`config.mk`:
```
export PLATFORM = sky130hd
export DESIGN_NAME = digit_scan_driver
export DESIGN_NICKNAME = d
export VERILOG_FILES = /design/src/rtl/digit_scan_driver.sv
export SDC_FILE = /design/constraint.sdc
export NUM_CORES = 1
export LEC_CHECK = 0
export CAP_MARGIN = 20
export CELL_PAD_IN_SITES_DETAIL_PLACEMENT = 1
export CELL_PAD_IN_SITES_GLOBAL_PLACEMENT = 1
export CORE_UTILIZATION = 37
export DETAILED_ROUTE_END_ITERATION = 7
export MAX_ROUTING_LAYER = met4
export PLACE_DENSITY_LB_ADDON = 0.1
export SYNTH_ARGS = -nofsm -noshare
export SYNTH_HDL_FRONTEND = slang
export SYNTH_SLANG_ARGS = --single-unit
```
`constraint.sdc`:
```
create_clock -name clk -period 2.7 [get_ports clk]
set_input_delay 0.405 -clock clk [delete_from_list [all_inputs] [get_ports clk]]
set_output_delay 0.405 -clock clk [all_outputs]
set_load 0.02 [all_outputs]
```
`src/rtl/digit_scan_driver.sv`:
```
// Four-digit multiplexed 7-segment scanner: snapshots BCD digits once per frame
// and drives one-hot active-low digit enables with optional leading-zero blanking.
module digit_scan_driver #(
    parameter int SCAN_DIV = 50000
) (
    input  logic       clk,
    input  logic       rst,
    input  logic [3:0] n3,
    input  logic [3:0] n2,
    input  logic [3:0] n1,
    input  logic [3:0] n0,
    input  logic       en,
    input  logic       blank_lz,
    output logic [6:0] seg,
    output logic [3:0] an,
    output logic       frame_done
);

    localparam int            PW        = $clog2(SCAN_DIV);
    localparam logic [PW-1:0] PRESC_MAX = PW'(SCAN_DIV - 1);

    logic [PW-1:0] r_presc;
    logic [1:0]    r_slot;
    logic [15:0]   r_shadow;
    logic [6:0]    r_seg;
    logic [3:0]    r_an;
    logic          r_frame_done;

    logic          w_tick;
    logic          w_snap;
    logic [3:0]    w_digit;
    logic          w_blank;
    logic [6:0]    w_seg_nxt;
    logic [3:0]    w_an_nxt;

    assign w_tick = (r_presc == PRESC_MAX);
    // The snapshot lands on the tick that closes slot 3, so a whole frame shows one value.
    assign w_snap = w_tick && (r_slot == 2'd3);

    function automatic logic [6:0] seg_decode(input logic [3:0] v);
        case (v)
            4'd0:    seg_decode = 7'h3F;
            4'd1:    seg_decode = 7'h06;
            4'd2:    seg_decode = 7'h5B;
            4'd3:    seg_decode = 7'h4F;
            4'd4:    seg_decode = 7'h66;
            4'd5:    seg_decode = 7'h6D;
            4'd6:    seg_decode = 7'h7D;
            4'd7:    seg_decode = 7'h07;
            4'd8:    seg_decode = 7'h7F;
            4'd9:    seg_decode = 7'h6F;
            default: seg_decode = 7'h40;
        endcase
    endfunction

    always_comb begin
        // NOTE: every signal gets a default first so no path through the block infers a latch.
        w_digit   = r_shadow[3:0];
        w_blank   = 1'b0;
        w_seg_nxt = 7'h00;
        w_an_nxt  = 4'hF;
        case (r_slot)
            2'd0: w_digit = r_shadow[3:0];
            2'd1: begin
                w_digit = r_shadow[7:4];
                w_blank = (r_shadow[15:4] == 12'd0);
            end
            2'd2: begin
                w_digit = r_shadow[11:8];
                w_blank = (r_shadow[15:8] == 8'd0);
            end
            default: begin
                w_digit = r_shadow[15:12];
                w_blank = (r_shadow[15:12] == 4'd0);
            end
        endcase
        if (en && !(blank_lz && w_blank)) begin
            w_seg_nxt = seg_decode(w_digit);
            w_an_nxt  = ~(4'b0001 << r_slot);
        end
    end

    always_ff @(posedge clk) begin
        if (!rst) begin
            r_presc      <= '0;
            r_slot       <= 2'd0;
            r_shadow     <= 16'h0000;
            r_seg        <= 7'h00;
            r_an         <= 4'hF;
            r_frame_done <= 1'b0;
        end else begin
            // NOTE: non-blocking assignments so every register samples pre-edge values.
            r_presc      <= w_tick ? '0 : r_presc + 1'b1;
            if (w_tick) begin
                r_slot <= r_slot + 2'd1;
            end
            if (w_snap) begin
                r_shadow <= {n3, n2, n1, n0};
            end
            r_frame_done <= w_snap;
            r_seg        <= w_seg_nxt;
            r_an         <= w_an_nxt;
        end
    end

    assign seg        = r_seg;
    assign an         = r_an;
    assign frame_done = r_frame_done;

endmodule

```
# After elaboration in Yosys (flattened, before gate mapping)
# Memory sizes are Yosys's and may differ from the RTL's. A register that Yosys moved wholly into a read port is not among the register bits.
# Cells that the tools add are included.
word_totals:
  reg_bits: 39
  latchBits: 0
  ramBits: 0
  rom_bits: 112
  inputBits: 20
  out_inout_bits: 12
  word_cells: 28
  mem_count: 1
classes:
  addsub: 2
  n_mul: 0
  div: 0
  order_cmp: 0
  eq_ne: 4
  shifts: 1
  n_mux: 2
  bitwise_logic: 2
  n_reduce_logical: 11
mem_list:
  columns: ["memory", "depth", "word_bits", "read_ports", "rd_clocked_by_memory_dff", "write_ports", "line", "text"]
  rows:
  - ["(no name shown)", 16, 7, 1, 1, 0, "41", "case (v)"]
op_table:
  columns: ["op", "count"]
  rows:
  - ["16-bit by 1-bit adder with 16-bit output (second input constant)", 1]
  - ["16-bit equality test (second input constant)", 1]
  - ["12-bit zero test", 1]
  - ["4-bit case mux with 3 select lines", 1]
  - ["8-bit zero test", 1]
  - ["2-bit equality test (second input constant)", 2]
  - ["4-bit zero test", 1]
  - ["4-bit NOT", 1]
  - ["1-bit by 2-bit left shift with 4-bit output (first input constant)", 1]
  - ["1-bit logical AND", 3]
  - ["1-bit case mux with 3 select lines", 1]
  - ["2-bit by 1-bit adder with 2-bit output (second input constant)", 1]
  - ["2-bit by 1-bit equality test with 1-bit output (second input constant)", 1]
  - ["1-bit zero test", 2]
  - ["2-bit zero test", 1]
  - ["2-bit AND reduction", 1]
  - ["2-bit OR reduction", 1]
  - ["1-bit NOT", 1]

# Longest topological paths before layout
# Gate-level depths: netlist (run 1).
logic_depth:
  depth_word: 7
  depth_mapped: 8
  mapped_depth_nobuf: 8

# Worst setup path after synthesis (run 1)
# Ideal clock, no wire load.
synth_path:
  path_type: "register to register"
  start: "reg r_slot[1]"
  end: "reg r_seg[3] (netlist: seg[3])"
  t_arrival_ns: 1.851
  path_slack_ns: 0.758
  path_stages_with_launch: 9
  cell_sequence: "dfxtp_1 -> inv_1 -> ha_1 -> a222oi_1 -> mux2_2 -> inv_1 -> ha_1 -> a21oi_1 -> a311oi_1"
synth_via:
  elab_chain_len: 7
  elab_cells_between_ends: 10
  cone_classes: "eq/ne (2); mux (2); reduce/logical (6)"
synth_lines:
  columns: ["item", "line", "text"]
  rows:
  - ["from (decl)", "23", "logic [1:0] r_slot;"]
  - ["from (signal assigned)", "95", "r_slot <= r_slot + 2'd1;"]
  - ["2-bit equality test, or another cell as far along", "62", "case (r_slot)"]
  - ["1-bit case mux with 3 select lines", "62", null]
  - ["1-bit logical AND", "77", "if (en && !(blank_lz && w_blank)) begin"]
  - ["1-bit zero test", "77", null]
  - ["1-bit logical AND", "77", null]
  - ["2-bit AND reduction (no source line)", null, null]
  - ["1-bit zero test (no source line)", null, null]
  - ["to (decl)", "25", "logic [6:0] r_seg;"]
# Several ways; a longest one is shown, not always the timed one.
# A chain may end at the register's enable or synchronous reset.

# Final worst setup path (run 1)
# Ends and elaborated chain as after synthesis.

==> summary.md, run 1 <==
| Metric | Value |
|---|---|
| Yosys top cell by area | `dfxtp_1` |
| Slowest Stage Delay on Critical Path | `0.41 ns` |
| Antenna violations before repair | `0` |
| Global-route wire length before repair | `8.22 mm` |
| Clock Skews | `0.00656 ns` |
| Antenna-violating nets left | `0` |
| Worst skew pair latency | `0.30 ns` |
| Input/output buffers | `31` |
| Mapped Area | `0.00218 sq mm` |
| Die Width | `78.7 um` |
| P_leak | `0.982 nW` |
| Hold-fix buffers, CTS | `0` |
| Core Region | `0.00557 sq mm` |
| Share of layout cells above drive strength 1 | `7.58%` |
| Post-synth cell types | `41` |
| Post-Route WL | `4.81 mm` |
| First DRT Iteration DRCs | `60` |
| CP Cell Sequence | `inv_1 > ha_1 > a222oi_1 > mux2_2 > inv_1 > ha_1 > a21oi_1 > a311oi_1` |
| Path depth of the worst reg2reg path | `8` |
| Drt wl/cell | `14.3 um` |
| Synthesized flop and latch total | `46` |
| Aggregate global routing overflow | `0` |
| Critical Path Source Type | `register` |
| Ant. Diodes | `0` |
| Met3 WL | `132 um` |
| Total Routing Usage GR | `17.6%` |
| Critical path peak fanout | `8` |
| Uppermost layer routed | `met4` |
| Slew Limit Fails | `0` |
| Syn Nets | `266` |
| Tcrit/Tclk final | `81.3%` |
| Setup Buffers After CTS | `0` |
| Outcome | `complete, no violations` |
| PostCTS Resize Cnt | `0` |
| Prevailing post-synth register cell | `dfxtp_1` |
| Largest net degree at the start of global routing | `22` |
| CTS tree | `done` |
| Worst slew pin tran | `0.646 ns` |
| Clk sinks | `46` |
| Max Root-Sink Buffers | `2` |
| Setup crit end kind | `register` |
| Hpwl dp | `3.54 mm` |
| Num CTS Buffers | `5` |
| FP Rows | `27` |
| RSZ-0062 raised after global routing | `no` |
| R2R Setup Slk | `0.51 ns` |
| Synth-to-layout area growth | `21.4%` |
| Worst EP required | `2.91 ns` |
| Final core occ | `47.5%` |
| Register area share after synthesis | `42.3%` |
| Vias in the first global route | `1766` |
| Number of synthesized flops with an enable pin | `0` |
| Async SR Flop Fraction | `0%` |
| Drt via density | `5.35` |
| Post-layout net count | `295` |
| DIE HEIGHT | `78.7 um` |
| Min-Delay Path Class | `register to register` |
| Cells after synthesis | `234` |
| Slowest-stage cell, CP | `dfxtp_1` |
| IO Count | `32` |
| GPL Wtd Cong | `0.797` |
| PwrDens | `481 mW/mm^2` |
| Synth top area share | `42.3%` |
| Crit Path Class | `register to register` |
| M1 WL | `2.43 mm` |
| Residual DRC | `0` |
| Clock Root Buffer | `clkbuf_8` |
| Slew margin rel. | `56.9%` |
| Shortest period the worst path allows | `2.19 ns` |
| Vias | `1797` |
| Worst-path clk slew | `0.09 ns` |
| Final hold slack | `0.468 ns` |
| YS warnings | `0` |
| Max Cap Viol | `0` |
| Tot Pwr | `1.27 mW` |
| Critical path arrival | `2.40 ns` |
| Setup TNS | `0 ns` |
| Area contributors post-synth | `dfxtp_1, ha_1, nand3_1` |
| Fmax | `0.456 GHz` |
| Avg Inst Size Synth | `9.31 sq um` |
| Worst IR drop on VDD | `0.227 mV` |
| Routed length on met2 | `2.14 mm` |
| Final Hold Vio Count | `0` |
| H-tree levels | `2` |
| Starting Density | `39.1%` |
| Setup violations, final | `0` |
| Hold Path Depth | `1` |
| Pre-antenna DRT Iters | `5` |
| Die area | `0.00620 sq mm` |
[cells in the final DEF (no fill, tap or decap), drive strengths merged, types with 5 or more instances in the layout]
cell / netlist / layout
dfxtp: 46 / 46
clkdlybuf4s50: 0 / 31
nand3: 26 / 26
o21ai: 19 / 19
a21boi: 17 / 17
nor2: 12 / 12
ha: 12 / 12
a21oi: 11 / 11
nand2: 11 / 11
xor2: 11 / 11
inv: 8 / 8
clkbuf: 7 / 5
nand4: 5 / 5
[through the flow]
| stage | cell area [sq um] | cells | setup WS [ns] |
|---|---|---|---|
| 2_1_floorplan | 2180 | 234 | 0.758 |
| 3_3_place_gp | 2540 | 328 | 0.602 |
| 3_5_place_dp | 2540 | 328 | 0.502 |
| 4_1_cts | 2650 | 336 | 0.479 |
| 5_1_grt | 2650 | 336 | 0.341 |
| 6_report | 2650 | 336 | 0.505 |
[sequential cells by signal (all words and copies together), names as in the netlist]
register and count:
r_shadow 16, r_presc 16, r_slot 2, an 4
frame_done 1, seg 7
[final cells by class]
cell class / count / area, sq um
timing repair buffer: 35 / 340
fill: 667 / 2930
tap: 72 / 90.1
clock buffer: 5 / 68.8
clock inverter: 3 / 40.0
inverter: 8 / 30.0
multi-input combinational: 167 / 1150
sequential: 46 / 921
[synth_stat cells, types with 3 or more instances]
library cell / n
nor2_1: 12
mux2_2: 3
clkbuf_1: 6
dfxtp_1: 46
a21boi_1: 9
nand3_1: 26
nand4_1: 4
buf_2: 3
and3_1: 4
ha_1: 12
nor4_1: 3
xor2_1: 11
inv_1: 8
nand2_1: 11
o21ai_0: 19
a222oi_1: 3
a21oi_1: 11
and4_1: 4
a21boi_0: 8
[worst paths after layout]
path | start | end
max | r_slot[1] | seg[3]
min | r_presc[0] | r_presc[0]
max reg2reg | r_slot[1] | seg[3]
min reg2reg | r_presc[0] | r_presc[0]
[routing by layer]
layer	up-vias	global-route usage (%)
li1	898	-
met1	859	23.3
met2	31	26.3
met3	9	2.87
met4	0	7.78
met5	-	-
[power breakdown]
group          leakage (nW)  switching (mW)  internal [mW]
sequential            0.373         0.00429          0.687
combinational         0.551          0.0277         0.0431
clock                0.0579           0.236          0.273
[worst max-delay path: cells and delay by family, from the launching register on]
family | cells | cell delay [ns]
multiplexers | 1 | 0.30
adder cells (fa/ha/maj) | 2 | 0.56
buffers and inverters | 2 | 0.19
AO/OA/AOI/OAI | 3 | 0.65
flip-flops | 1 | 0.41
[cells by family after synthesis]
logic type      Yosys count  synth area share, %
simple gates             75                 19.5
fa+ha+maj                12                 6.89
xor+xnor                 13                 5.23
compound gates           62                 18.7
flops                    46                 42.3
mux                       5                 2.70
buf+inv                  21                 4.71
Power figures use the tool's default switching activity.
==> run 2, diff against run 1 <==
==> constraint.sdc (replaced) <==
create_clock -name clk -period 2.3 [get_ports clk]
set_input_delay 0.345 -clock clk [delete_from_list [all_inputs] [get_ports clk]]
set_output_delay 0.345 -clock clk [all_outputs]
set_load 0.02 [all_outputs]
==> run 2 against run 1 <==
Die area unchanged. Global-route usage grew 0.91 points. Clock skew up 0.0011 ns. First-iteration DRC count up 60%. Power up 29%. Clock power rose by 46%. Sequential power grew 17%. Utilization increased by 1.6 points. Sequential cell count did not move. Critical path depth increased by 1. Sequential share of layout area is 1.1 points lower. Final cell count grew 1.8%.
==> summary.md, run 2 (synthesis gave the netlist of run 1 again) <==
| Metric | Value |
|---|---|
| Tcrit/Tclk final | `93.1% (+12 points)` |
| Worst IR drop on VDD | `0.249 mV (+9.8%)` |
| Slew margin rel. | `59.2% (+2.3 points)` |
| Max Cap Viol | `0 (unchanged)` |
| Synth-to-layout area growth | `25.4%` |
| Num CTS Buffers | `5 (unchanged)` |
| Worst skew pair latency | `0.30 ns (about the same)` |
| Post-layout net count | `301 (+2.0%)` |
| Filler cell count | `642 (-3.7%)` |
| Switching Fraction | `19.4% (-1.7 points)` |
| Worst-path clk slew | `0.09 ns (about the same)` |
| Worst slew pin tran | `0.611 ns (-0.0344 ns)` |
| Vias | `1792 (-0.28%)` |
| Outcome | `complete, no violations` |
| Share of layout cells above drive strength 1 | `10.0% (+2.4 points)` |
| Die Width | `78.7 um (unchanged)` |
| Starting Density | `39.1% (unchanged)` |
| P_leak | `1.03 nW (+5.1%)` |
| P_int | `1.32 mW (+32%)` |
| Pre-antenna DRT Iters | `4 (-1)` |
| Slowest-stage cell, CP | `dfxtp_1` |
| Input/output buffers | `31 (unchanged)` |
| CP Cell Sequence | `inv_1 > ha_1 > a222oi_1 > mux2_4 > buf_4 > buf_4 > ha_1 > nand2b_1 > a311oi_1` |
| Final hold slack | `0.472 ns (+0.00441 ns)` |
| Post-Route WL | `5.12 mm (+6.5%)` |
| Critical path peak fanout | `6 (-2)` |
| Antenna-violating nets left | `0 (unchanged)` |
| Commonest non-fill, non-tap cells in the layout | `dfxtp_1, clkdlybuf4s50_1, nand3_1, o21ai_0` |
| Setup crit end kind | `register` |
| Hold-fix buffers, CTS | `0 (unchanged)` |
| Aggregate global routing overflow | `0 (unchanged)` |
| Die area | `0.00620 sq mm (unchanged)` |
| Clock Root Buffer | `clkbuf_8` |
| DIE HEIGHT | `78.7 um (unchanged)` |
| FP Rows | `27 (unchanged)` |
| Slowest Stage Delay on Critical Path | `0.35 ns (-0.06 ns)` |
| Core Region | `0.00557 sq mm (unchanged)` |
| Residual DRC | `0 (unchanged)` |
| GPL Wtd Cong | `0.813 (+1.9%)` |
| Critical Path Source Type | `register` |
| Drt via density | `5.24 (-2.0%)` |
| Setup TNS | `0 ns (unchanged)` |
| Setup violations, final | `0 (unchanged)` |
| H-tree levels | `2 (unchanged)` |
| Critical path arrival | `2.35 ns (-0.05 ns)` |
| Antenna violations before repair | `0 (unchanged)` |
| Vias in the first global route | `1742 (-1.4%)` |
| Multi-input gate area | `0.00116 sq mm (+0.65%)` |
| Total Routing Usage GR | `18.5% (+0.91 points)` |
| Ant. Diodes | `0 (unchanged)` |
| Switching pwr | `0.318 mW (+19%)` |
| First DRT Iteration DRCs | `96 (+60%)` |
| Power share of the combinational group | `5.2% (-0.4 points)` |
| Final core occ | `49.0% (+1.6 points)` |
| Register area | `922 sq um (+0.14%)` |
| Drt wl/cell | `15.0 um (+4.6%)` |
| Min-Delay Path Class | `register to register` |
| IO Count | `32 (unchanged)` |
| Max Root-Sink Buffers | `2 (unchanged)` |
| Global-route wire length before repair | `8.74 mm (+6.2%)` |
| Clk sinks | `46 (unchanged)` |
| Shortest period the worst path allows | `2.14 ns (-0.0530 ns)` |
| Flop pwr share | `49.5% (-4.9 points)` |
| CTS tree | `done` |
| Largest net degree at the start of global routing | `22 (unchanged)` |
| Clock share of power | `45.3% (+5.3 points)` |
| Clock Skews | `0.00767 ns (+0.00111 ns)` |
| Final Hold Vio Count | `0 (unchanged)` |
| RSZ-0062 raised after global routing | `no` |
| R2R Setup Slk | `0.16 ns (-0.35 ns)` |
| Hpwl dp | `3.79 mm (+7.0%)` |
| Slew Limit Fails | `0 (unchanged)` |
| Crit Path Class | `register to register` |
| PwrDens | `600 mW/mm^2 (+25%)` |
| Fmax | `0.467 GHz (+2.5%)` |
| Commonest non-fill, non-tap cell in the layout | `dfxtp_1` |
| Worst EP required | `2.51 ns (-0.40 ns)` |
[run 2: cell count changes in the layout (fill, tap and decap cells not counted), sizes merged]
| cell | previous run | this run |
|---|---|---|
| bufinv | 1 | 2 |
| clkbuf | 5 | 6 |
| clkinv | 2 | 0 |
| buf | 4 | 10 |
[run 2: critical path: cells and delay by family, from the launching register on]
family	cells	cell delay, ns
AND/OR/NAND/NOR	1	0.15
adder cells (fa/ha/maj)	2	0.44
multiplexers	1	0.31
buffers and inverters	3	0.42
flip-flops	1	0.35
AO/OA/AOI/OAI	2	0.39
[run 2: per-layer routing]
metal | global-route usage, % | up-vias | share of wire, %
met3 | 3.56 | 4 | 2.8
met4 | 6.11 | 0 | 1.2
met5 | - | - | 0
met2 | 27.6 | 28 | 46
li1 | - | 907 | -
met1 | 25.1 | 853 | 50
[run 2: area by class of cell]
class | instances | area share (%)
Multi-Input combinational cell | 167 | 42.5
Sequential cell | 46 | 33.7
Timing Repair Buffer | 41 | 14.1
Tap cell | 72 | 3.30
Clock buffer | 6 | 3.02
Clock inverter | 2 | 2.20
Inverter | 8 | 1.10
[run 2: metrics by stage]
step	power [mW]	instance area [sq um]	worst slack [ns]	cells
after floorplan	0.861	2180	0.358	234
after global placement	0.916	2560	0.203	331
after detailed placement	0.917	2560	0.114	331
after CTS	1.66	2700	0.0777	339
after global routing	1.71	2730	0.00683	342
final	1.64	2730	0.158	342
[run 2: what timing repair did]
action / in CTS / in global routing
buffers inserted: 0 / 3
setup endpoints to repair: 0 / 5
gates resized for setup: 0 / 3
[run 2: power by group through the flow]
stage | Sequential, mW | Clock (mW) | Combinational [mW]
final | 0.812 | 0.744 | 0.0846
after global routing | 0.814 | 0.800 | 0.0917
after CTS | 0.812 | 0.765 | 0.0865
after detailed placement | 0.831 | 0 | 0.0859
after global placement | 0.831 | 0 | 0.0853
after floorplan | 0.839 | 0 | 0.0216
[run 2: path summary, 6_finish.rpt]
check / start / end / cells past startpoint
hold reg to reg: r_presc[0] / r_presc[0] / 1
setup / recovery: r_slot[0] / seg[3] / 9
setup reg to reg: r_slot[0] / seg[3] / 9
hold / removal: r_presc[0] / r_presc[0] / 1
==> run 3, diff against run 2 <==
--- a/config.mk
+++ b/config.mk
@@ -10,6 +10,7 @@
 export CELL_PAD_IN_SITES_GLOBAL_PLACEMENT = 1
 export CORE_UTILIZATION = 37
 export DETAILED_ROUTE_END_ITERATION = 7
+export GPL_ROUTABILITY_DRIVEN = 0
 export MAX_ROUTING_LAYER = met4
 export PLACE_DENSITY_LB_ADDON = 0.1
 export SYNTH_ARGS = -nofsm -noshare
==> results of run 3 <==
Final layout, timing and power as in run 2 (identical DEF).
==> RTL change 1 (settings of run 2) <==
Change the parameter `SCAN_DIV` from 50000 to 100000.
--- a/src/rtl/digit_scan_driver.sv
+++ b/src/rtl/digit_scan_driver.sv
@@ -1,7 +1,7 @@
 // Four-digit multiplexed 7-segment scanner: snapshots BCD digits once per frame
 // and drives one-hot active-low digit enables with optional leading-zero blanking.
 module digit_scan_driver #(
-    parameter int SCAN_DIV = 50000
+    parameter int SCAN_DIV = 100000
 ) (
     input  logic       clk,
     input  logic       rst,
Function: same outputs for any inputs over 10 cycles, from zero or initial values and one cycle with rst low; that may be too few to reach the edited logic, so the function may still have changed.
==> RTL change 1 against run 2 <==
Hold slack worse by 26 ps. Power down 9.8%. Setup slack better by 4.5 ps. Design area up 1.1%. Fmax up 0.21%. Sequential power up 2%. Count of clock-buffer cells in the layout up 2. Sequential cell count up 1. Critical path depth down 1. Wire length up 1.4%. Synthesized area up 4.1%. Critical path type unchanged. Core utilization down 2.4 points. Largest cell class unchanged.
==> RTL change 1: results (changes against run 2) <==
Placement
  • Inst Count DP: 350 (+5.7%)
  • DP Area: 0.00265 sq mm (+3.5%)
  • DP HPWL: 3830 um (+1.1%)
  • Routability congestion estimate: 0.827 (+1.7%)
  • Pre-CTS setup slack: 41.3 ps (-72.5 ps)

Power and ir drop
  • Maximum vdd ir drop: 254 uV (+1.8%)
  • P_leak: 1.15 nW (+11%)

Setup path
  • Largest delay share family, worst path: compound AO/OA/AOI/OAI gates
  • Critical Path Max Stage Delay: 390 ps (+40 ps)
  • CP max FO: 5 (-1)
  • Slowest CP cell: dfxtp_2

Synth
  • Synth Area in Compound Gates: 0.101 (-0.0857)
  • Post-Synth Adder-Cell Area: 0.0662 (-0.00270)
  • Post-synthesis mux area share: 0.0993 (+0.0723)
  • Top cells by area, synth: dfxtp_1 42%, mux2i_1 7.9%, nand2_1 7.5%
  • Syn Inst Count: 246 (+5.1%)
  • Post-synth top cells: 47 x dfxtp_1, 45 x nand2_1, 18 x mux2i_1
  • Seq/Total Area, Yosys: 0.415 (-0.00773)
  • Ys Warns: 0 (unchanged)
  • XOR/XNOR Fraction of Synth Area: 0.0425 (-0.00977)
  • Synth cell types: 47 (+15%)
  • Syn nets: 278 (+4.5%)

Detailed routing
  • Via Count: 1858 (+3.7%)
  • Routed len/inst: 14.5 um (-3.4%)
  • Initial DRC Count: 60 (-38%)
  • Drt via density: 5.18 (-1.2%)

Global routing
  • First-pass GRT wire length: 8540 um (-2.3%)
  • GR Util All Layers: 0.178 (-0.00650)
  • Number of global-route vias before repair: 1761 (+1.1%)

Finish
  • Nets@finish: 315 (+4.7%)

Status
  • Outcome: completed

STA
  • Relative slew margins: 0.578 (-0.0139)
  • Setup Skew: 6.96 ps (-0.710 ps)
## RTL change 1: routing by layer
layer | vias up | GRT usage | part of all wire
li1 | 931 | - | -
met1 | 884 | 0.231 | 0.50
met2 | 35 | 0.273 | 0.45
met3 | 8 | 0.0386 | 0.034
met4 | 0 | 0.0643 | 0.016
met5 | - | - | 0
## RTL change 1: worst reg2reg max path: cells and delay by family (launching register included)
family                   cells  cell delay [ps]
buffers and inverters        2              150
multiplexers                 1              250
adder cells (fa/ha/maj)      2              440
flip-flops                   1              390
AND/OR/NAND/NOR              1              150
AO/OA/AOI/OAI                2              660
## RTL change 1: repair_timing
item / CTS / global route
setup endpoints to repair: 0 / 6
resized for setup: 0 / 3
setup buffers: 0 / 1
hold endpoints to repair: 0 / 0
## RTL change 1: area by class of cell
class                           count  area [sq um]
Clock buffer                        8           100
Fill cell                         701          3160
Timing Repair Buffer               39           370
Tap cell                           75          93.8
Multi-Input combinational cell    180          1220
Inverter                           10          37.5
Sequential cell                    47           943
## RTL change 1: cell families after synthesis
group                    after synthesis
flip-flops                            47
XOR/XNOR                              11
adder cells (fa/ha/maj)               12
AO/OA/AOI/OAI                         35
buffers and inverters                 19
multiplexers                          22
AND/OR/NAND/NOR                      100
## RTL change 1: report_power, final
part	total, mW	switching, mW	internal, mW
Combinational	0.0985	0.0438	0.0547
Sequential	0.829	0.00513	0.824
Clock	0.552	0.277	0.275
## RTL change 1: worst paths after layout
path,start,end,slack (ps),cells past startpoint
hold / removal,r_presc[0],r_presc[0],450,1
setup reg to reg,r_slot[0],seg[0],160,8
hold reg to reg,r_presc[0],r_presc[0],450,1
setup / recovery,r_slot[0],seg[0],160,8
==> RTL change 2 (flow settings as in run 2) <==
Made on the original files. Reset style: asynchronous (`rst`), changed in one clocked block.
--- a/src/rtl/digit_scan_driver.sv
+++ b/src/rtl/digit_scan_driver.sv
@@ -80,7 +80,7 @@
         end
     end
 
-    always_ff @(posedge clk) begin
+    always_ff @(posedge clk or negedge rst) begin
         if (!rst) begin
             r_presc      <= '0;
             r_slot       <= 2'd0;
Formal check against the unedited RTL: differs if rst is asserted again (counterexample within 4 cycles, from zero or initial values and one cycle with rst low); with rst held inactive, the same outputs for 10 cycles.
==> RTL change 2 against run 2 <==
Design area is essentially flat. Power fell by 11%. Synthesized area down 0.63%. Setup slack got worse by 21 ps. Wire length down 4.4%. Critical path depth is 1 lower. Sequential cell count did not move. Largest power group unchanged.
==> RTL change 2: results (changes against run 2) <==
Status
  • Outcome: completed

Global routing
  • Antenna violations before repair: 0 (unchanged)
  • GR Util All Layers: 0.178 (-0.00676)
  • Number of global-route vias before repair: 1641 (-5.8%)
  • First-pass GRT wire length: 8210 um (-6.0%)

Setup path
  • CP max FO: 6 (unchanged)
  • Critical Path Source: r_slot[0]
  • Critical Path Max Stage Delay: 410 ps (+60 ps)
  • Slowest CP cell: dfrtp_1
  • R2R cell count: 8 (-1)
  • Worst R2R Setup Slack: 140 ps (-20 ps)
  • Reg2reg end: seg[5]

Detailed routing
  • Routed Wire Length: 4900 um (-4.4%)
  • Via Count: 1523 (-15%)
  • Initial DRC Count: 54 (-44%)

Synth
  • Post-synth ARST share: 1.00 (+1.00)
  • Synth Area in Compound Gates: 0.0803 (-0.106)
  • Predominant post-synthesis flop cell: dfrtp_1
  • Seq/Total Area, Yosys: 0.534 (+0.111)
  • XOR/XNOR Fraction of Synth Area: 0.0526 (+0.000332)
  • Top cells by area, synth: dfrtp_1 49%, mux2_4 6.2%, dfstp_2 4.9%
  • Post-Synth Adder-Cell Area: 0.0462 (-0.0227)
  • Syn nets: 205 (-23%)
  • Post-synth EDFFs: 0 (unchanged)
  • Synth cell types: 41 (unchanged)
  • Post-synthesis mux area share: 0.118 (+0.0915)

Power and ir drop
  • P_leak: 1.22 nW (+18%)
  • Maximum vdd ir drop: 367 uV (+47%)

Finish
  • Nets@finish: 249 (-17%)
  • Final Non-Filler Cells: 294 (-14%)
  • Number of fill cells: 588 (-8.4%)
  • Layout cell share with drive strength beyond 1: 0.207 (+0.107)

STA
  • Setup Skew: 5.93 ps (-1.74 ps)
  • Worst slew pin tran: 544 ps (-67.3 ps)
  • Hold WS: 0.192 ps (-472 ps)

Placement
  • DP HPWL: 3740 um (-1.2%)
  • Inst Count DP: 281 (-15%)
  • Routability congestion estimate: 0.885 (+8.9%)
  • DP Area: 0.00257 sq mm (+0.49%)

Hold path
  • Hold Path Class: in -> async
[RTL change 2: report_power, final]
part	internal [mW]	total (mW)	switching [mW]
sequential	0.833	0.848	0.0155
combinational	0.0813	0.152	0.0706
clock	0.211	0.458	0.247
total	1.12	1.46	0.333
[RTL change 2: what timing repair did]
item / in CTS / in global routing
endpoints found under the setup margin: 3 / 5
gates resized for setup: 5 / 7
hold buffers: 0 / 0
pin swaps: 1 / 3
endpoints found under the hold margin: 0 / 0
setup buffers: 1 / 4
[RTL change 2: layout make-up]
type | instances | area [sq um] | area share
timing repair buffer | 40 | 373 | 0.136
multi-input combinational | 120 | 1000 | 0.367
clock buffer | 6 | 72.6 | 0.0265
tap | 72 | 90.1 | 0.0329
sequential | 46 | 1160 | 0.423
clock inverter | 2 | 10.0 | 0.00366
inverter | 8 | 30.0 | 0.0110
[RTL change 2: worst max-delay path by stage]
stage	to	cells after the start
3_5_place_dp	seg[0]	7
5_1_grt	seg[5]	8
4_1_cts	seg[5]	8
2_1_floorplan	r_shadow[10]	5
3_3_place_gp	seg[5]	8
6_report	seg[5]	8
[RTL change 2: stage by stage]
stage	worst slack, ps	setup TNS (ps)	utilization	power (mW)
after floorplan	262	0	-	0.918
after global routing	-8.89	-8.89	0.491	1.53
after detailed placement	-52.9	-97.8	0.461	1.01
final	137	0	0.491	1.46
after global placement	167	0	0.461	1.00
after CTS	5.33	0	0.480	1.49
[RTL change 2: layer usage]
metal	track usage	routed length, um
met1	0.220	2190
met2	0.296	2450
met3	0.0372	167
met4	0.0500	95
met5	-	0
[RTL change 2: logic make-up (layout without fill, tap and decap cells)]
family / after synthesis / count (layout)
and+or+nand+nor: 54 / 54
DFF: 46 / 46
AOI/OAI and AO/OA: 25 / 25
muxes: 20 / 20
xor gates and xnor gates: 13 / 13
buffers and inverters: 11 / 56
adders and majority gates: 8 / 8
